<file path="src/rtl/lvt_pkg.sv">
// Shared LVT memory parameters: widths, lane count and saturating counter helper.
// Reused by the write dispatcher, the banked memory and the LVT itself.
package lvt_pkg;

    localparam int ADDR_W = 11;
    localparam int DATA_W = 32;
    localparam int NLANE  = 8;
    localparam int LANE_W = $clog2(NLANE);
    localparam int CNT_W  = 16;

    function automatic logic [CNT_W-1:0] sat_add(
        input logic [CNT_W-1:0] a,
        input logic [CNT_W-1:0] b
    );
        logic [CNT_W:0] sum;
        sum = {1'b0, a} + {1'b0, b};
        return sum[CNT_W] ? {CNT_W{1'b1}} : sum[CNT_W-1:0];
    endfunction

endpackage

</file>
<file path="src/rtl/lvt_lane_fifo.sv">
// Per-lane request FIFO holding {addr, data}; ready is a registered "not full",
// so it never depends on this cycle's push or pop.
module lvt_lane_fifo #(
    parameter int ADDR_W = lvt_pkg::ADDR_W,
    parameter int DATA_W = lvt_pkg::DATA_W,
    parameter int DEPTH  = 4
) (
    input  logic              clk,
    input  logic              rst,
    input  logic              push,
    input  logic [ADDR_W-1:0] push_addr,
    input  logic [DATA_W-1:0] push_data,
    input  logic              pop,
    output logic              ready,
    output logic              nonempty,
    output logic              empty_next,
    output logic [ADDR_W-1:0] head_addr,
    output logic [DATA_W-1:0] head_data
);

    localparam int PTR_W = $clog2(DEPTH);

    logic [PTR_W-1:0] wr_ptr;
    logic [PTR_W-1:0] rd_ptr;
    logic [PTR_W:0]   count;
    logic [PTR_W:0]   count_next;
    logic             do_push;
    logic             do_pop;

    logic [ADDR_W-1:0] mem_addr [DEPTH];
    logic [DATA_W-1:0] mem_data [DEPTH];

    assign do_push    = push & ready;
    assign do_pop     = pop & nonempty;
    assign nonempty   = (count != '0);
    assign empty_next = (count_next == '0);
    assign head_addr  = mem_addr[rd_ptr];
    assign head_data  = mem_data[rd_ptr];

    always_comb begin
        count_next = count;
        if (do_push && !do_pop) begin
            count_next = count + 1'b1;
        end else if (!do_push && do_pop) begin
            count_next = count - 1'b1;
        end
    end

    always_ff @(posedge clk or posedge rst) begin
        if (rst) begin
            wr_ptr <= '0;
            rd_ptr <= '0;
            count  <= '0;
            ready  <= 1'b0;
        end else begin
            if (do_push) wr_ptr <= wr_ptr + 1'b1;
            if (do_pop)  rd_ptr <= rd_ptr + 1'b1;
            count <= count_next;
            ready <= (count_next != (PTR_W+1)'(DEPTH));
        end
    end

    // Storage needs no reset: entries are only read while count is non-zero.
    always_ff @(posedge clk) begin
        if (do_push) begin
            mem_addr[wr_ptr] <= push_addr;
            mem_data[wr_ptr] <= push_data;
        end
    end

endmodule

</file>
<file path="src/rtl/lvt_write_dispatch.sv">
// Multi-lane write dispatcher for an LVT memory: per-lane FIFOs feed dedicated
// write ports; equal-address heads are serialised by lane priority.
module lvt_write_dispatch #(
    parameter int ADDR_W = lvt_pkg::ADDR_W,
    parameter int DATA_W = lvt_pkg::DATA_W,
    parameter int NLANE  = lvt_pkg::NLANE,
    parameter int DEPTH  = 4
) (
    input  logic                    clk,
    input  logic                    rst,
    input  logic [NLANE-1:0]        in_valid,
    output logic [NLANE-1:0]        in_ready,
    input  logic [NLANE*ADDR_W-1:0] in_addr,
    input  logic [NLANE*DATA_W-1:0] in_data,
    output logic [NLANE-1:0]        w_enb,
    output logic [NLANE*ADDR_W-1:0] w_addr,
    output logic [NLANE*DATA_W-1:0] w_din,
    output logic                    idle,
    output logic [15:0]             conflict_cnt
);

    import lvt_pkg::*;

    // At most NLANE-1 lanes can be blocked in one cycle.
    localparam int BLK_W = (NLANE > (1 << LANE_W)) ?
                           $clog2(NLANE) + 1 : LANE_W + 1;

    logic [ADDR_W-1:0] head_addr [NLANE];
    logic [DATA_W-1:0] head_data [NLANE];
    logic [NLANE-1:0]  nonempty;
    logic [NLANE-1:0]  empty_next;
    logic [NLANE-1:0]  blocked;
    logic [NLANE-1:0]  issue;
    logic [BLK_W-1:0]  nblk;

    for (genvar i = 0; i < NLANE; i++) begin : g_lane
        lvt_lane_fifo #(
            .ADDR_W (ADDR_W),
            .DATA_W (DATA_W),
            .DEPTH  (DEPTH)
        ) u_fifo (
            .clk        (clk),
            .rst        (rst),
            .push       (in_valid[i]),
            .push_addr  (in_addr[i*ADDR_W +: ADDR_W]),
            .push_data  (in_data[i*DATA_W +: DATA_W]),
            .pop        (issue[i]),
            .ready      (in_ready[i]),
            .nonempty   (nonempty[i]),
            .empty_next (empty_next[i]),
            .head_addr  (head_addr[i]),
            .head_data  (head_data[i])
        );
    end

    always_comb begin
        blocked = '0;
        nblk    = '0;
        for (int i = 1; i < NLANE; i++) begin
            for (int j = 0; j < i; j++) begin
                if (nonempty[i] && nonempty[j] &&
                    head_addr[j] == head_addr[i]) begin
                    blocked[i] = 1'b1;
                end
            end
        end
        for (int i = 0; i < NLANE; i++) begin
            nblk = nblk + BLK_W'(blocked[i]);
        end
    end

    assign issue = nonempty & ~blocked;

    always_ff @(posedge clk or posedge rst) begin
        if (rst) begin
            w_enb        <= '0;
            w_addr       <= '0;
            w_din        <= '0;
            idle         <= 1'b1;
            conflict_cnt <= '0;
        end else begin
            w_enb <= issue;
            for (int i = 0; i < NLANE; i++) begin
                if (issue[i]) begin
                    w_addr[i*ADDR_W +: ADDR_W] <= head_addr[i];
                    w_din[i*DATA_W +: DATA_W]  <= head_data[i];
                end
            end
            idle         <= (&empty_next) && !(|issue);
            conflict_cnt <= sat_add(conflict_cnt, CNT_W'(nblk));
        end
    end

endmodule

</file>
<file path="config.mk">
export PLATFORM = sky130hd
export DESIGN_NAME = lvt_write_dispatch
export DESIGN_NICKNAME = d
export VERILOG_FILES = /design/src/rtl/lvt_pkg.sv /design/src/rtl/lvt_lane_fifo.sv /design/src/rtl/lvt_write_dispatch.sv
export SDC_FILE = /design/constraint.sdc
export NUM_CORES = 2
export LEC_CHECK = 0
export CAP_MARGIN = 15
export CORE_ASPECT_RATIO = 0.9
export CORE_UTILIZATION = 51
export DETAILED_ROUTE_END_ITERATION = 10
export PLACE_DENSITY = 0.73
export SLEW_MARGIN = 40
export SYNTH_ARGS = -nofsm -noshare
export SYNTH_HDL_FRONTEND = slang
export SYNTH_HIERARCHICAL = 1
export SYNTH_SLANG_ARGS = --single-unit
export TNS_END_PERCENT = 5
</file>
<file path="constraint.sdc">
create_clock -name clk -period 11.1 [get_ports clk]
set_clock_uncertainty 0.15 [all_clocks]
set_input_delay 1.665 -clock clk [delete_from_list [all_inputs] [get_ports clk]]
set_output_delay 1.665 -clock clk [all_outputs]
set_load 0.01 [all_outputs]
</file>
==> qor.csv <==
metric,value,unit
status,"complete, no violations",
final_cells,6489,
htree_levels,4,
wl_per_cell,27.6,um
hpwl,116000,um
synth_area_leaders,"edfxtp_1, dfrtp_1, mux4_2",
dr.pass1.iters,5,
setup_viol,0,
tightest_slew,0.856,ns
drt_first_iter_violations,2716,
cp_num_buf_inv,4,
final_core_util,62.4,%
insertion_delay,0.78,ns
synth_cells,3696,
yosys_warnings,6,
synth.distinct_cells,53,
max-cap-violations,0,
initial_core_util,51.7,%
period_share,62.0,%
ctsResizeCount,0,
synth_edf_count,1376,
cpMostUsedCell,fa_1,
die_area,144000,um^2
row_count,130,
crit_slowest_cell,dfrtp_2,
synth_fp_nets,4117,
yosys.area.top_type,edfxtp_1,
clkTransAtPathRegs,0.06,ns
drcViolationCount,0,
powerDensity,303,nW/um^2
die_h,360,um
grt_overflow_total,0,
rsz0062_at_grt,false,
coreArea,140000,um^2
grtUsageTotal,24.9,%
synth_common_cells,"edfxtp_1, dfrtp_1, mux4_2",
cts_hold_repair.buffers,0,
hold_viol_final,0,
crit_type,reg2reg,
finalMaxSlewViolations,0,
detailroute.via_count,36966,
clock_path_buffers,3,
cp-start-kind,flop,
tns,0,ns
area_delta_synth_final,20.7,%
highest_layer,met5,
slew_headroom,42.4,%
dominantRegCellSynth,edfxtp_1,
avgSynthCellArea,19.6,um^2
synth-async-reset-ratio,23.9,%
ir_worst_vdd,0.184,mV
p_leak,0.0312,uW
synth_top_area_share,57.0,%
worstRegToRegCells,18,
avgViaCountPerCell,5.70,
critPathRequiredTime,11.57,ns
grt_pass1_vias,38263,
cts_tree,done,
totalWireLength,179000,um
r2r_slack,4.22,ns
min_to,w_din[32],
nets,4883,
cts-root-buf,clkbuf_16,
max_freq,145,MHz
crit_arrival,7.36,ns
ant_nets,0,
hp-start,w_din[32],
synth.most_common_cell,edfxtp_1,
crit_chain,buf_4 -> mux4_2 -> xnor2_1 -> nand4_1 -> nor4_1 -> a211oi_1 -> fa_1 -> inv_1 -> fa_1 -> inv_1 -> fa_1 -> inv_1 -> ha_1 -> fa_1 -> a21o_1 -> a21oi_1 -> or3_1 -> o21ai_0,
crit_family,adder cells,
grt_first_pass_wirelength,260000,um
met1_length,70500,um
min_delay_path_depth,2,
numPortBuffers,730,
gp_congestion,0.872,
timing.rr.end,conflict_cnt[3],
antenna_found_initial,46,
cp-end-kind,flop,
ios,731,
layout-drive-gt1-share,23.5,%
ys_seq_elements,1809,
postCtsSetupBuffers,0,
syn_area,72500,um^2
wl_met3,14500,um
holdWs,0.327,ns
hp-class,reg2reg,
min_period,6.88,ns
placedCellCount,6127,
clock-sinks,1809,
grt_max_degree,125,
die-width,400,um
synth_seq_area_share,71.9,%
crit_path_max_incr_delay,0.84,ns
wl_met2,87100,um
r2r_start,g_lane[2].u_fifo/rd_ptr[0],
cts-buffers-inserted,180,
crit_fanout,24,
==> layout make-up <==
class	instances	area [um^2]
Antenna cell	20	50.0
Fill cell	9843	52800
Tap cell	1848	2310
Timing Repair Buffer	800	7940
Inverter	55	210
Clock inverter	98	1090
Sequential cell	1809	52200
Multi-Input combinational cell	1616	18900
Clock buffer	243	4960
==> metrics by stage <==
step / power, uW / setup WS (ns) / cell area [um^2]
final: 26500 / 4.22 / 87600
after detailed placement: 20500 / 4.16 / 81500
after floorplan: 16900 / 4.33 / 72600
after CTS: 26800 / 4.13 / 87500
after global routing: 27700 / 3.73 / 87600
after global placement: 20300 / 4.15 / 81400
==> logic make-up (layout without fill, tap and decap cells) <==
logic type / count (synthesis) / count (layout) / synth area share (%)
buffers and inverters: 271 / 1196 / 2.17
muxes: 678 / 678 / 16.5
adders and majority gates: 67 / 67 / 1.20
and+or+nand+nor: 449 / 449 / 3.15
other: 0 / 20 / 0
xor gates and xnor gates: 348 / 348 / 4.21
AOI/OAI and AO/OA: 74 / 74 / 0.843
DFF: 1809 / 1809 / 71.9
==> placed cells by master (no fill, tap or decap), drive strengths merged, types with 12 or more instances in the layout <==
master	instances
edfxtp	1376
diode	20
xnor2	212
nand2	186
a21oi	12
o21ai	12
bufinv	17
clkdlybuf4s50	730
inv	62
nor2	31
dfrtp	432
xor2	136
buf	70
clkbuf	243
mux4	344
mux2	326
and3	41
ha	63
nand2b	18
nor4	55
nand3	57
nand4	37
clkinv	68
==> tightest hold or removal path, delay by kind of cell, from the launching register on <==
kind	cells	cell delay (ns)
DFF	1	0.34
and+or+nand+nor	2	0.10
==> layer usage <==
| metal | global-route usage [%] | vias up |
|---|---|---|
| met2 | 39.8 | 1244 |
| met1 | 32.5 | 19470 |
| met4 | 9.37 | 36 |
| met3 | 7.20 | 330 |
| li1 | - | 15886 |
| met5 | 0 | - |
==> report_power, final <==
| part | switching [uW] | total [uW] | internal [uW] |
|---|---|---|---|
| logic | 5230 | 10300 | 5060 |
| clock network | 2580 | 6140 | 3560 |
| registers | 877 | 10100 | 9200 |
| total | 8690 | 26500 | 17800 |
==> worst max path at each step <==
stage | cells past startpoint | slack, ns | start | end
6_report | 18 | 4.22 | g_lane[2].u_fifo/rd_ptr[0] | conflict_cnt[3]
2_1_floorplan | 1 | 4.33 | rst | conflict_cnt[0]
3_5_place_dp | 18 | 4.16 | g_lane[2].u_fifo/rd_ptr[0] | conflict_cnt[3]
3_3_place_gp | 18 | 4.15 | g_lane[3].u_fifo/rd_ptr[0] | conflict_cnt[3]
5_1_grt | 18 | 3.73 | g_lane[2].u_fifo/rd_ptr[0] | conflict_cnt[3]
4_1_cts | 18 | 4.13 | g_lane[2].u_fifo/rd_ptr[0] | conflict_cnt[3]
==> registers in the layout, summed over array words and instances (netlist names) <==
name	count
g_lane.u_fifo/mem_data	1024
g_lane.u_fifo/mem_addr	352
w_din	256
w_addr	88
g_lane.u_fifo/count	24
conflict_cnt	16
g_lane.u_fifo/rd_ptr	16
g_lane.u_fifo/wr_ptr	16
g_lane.u_fifo/ready	8
w_enb	8
idle	1
Note: power is estimated with default switching activity, not from simulation.
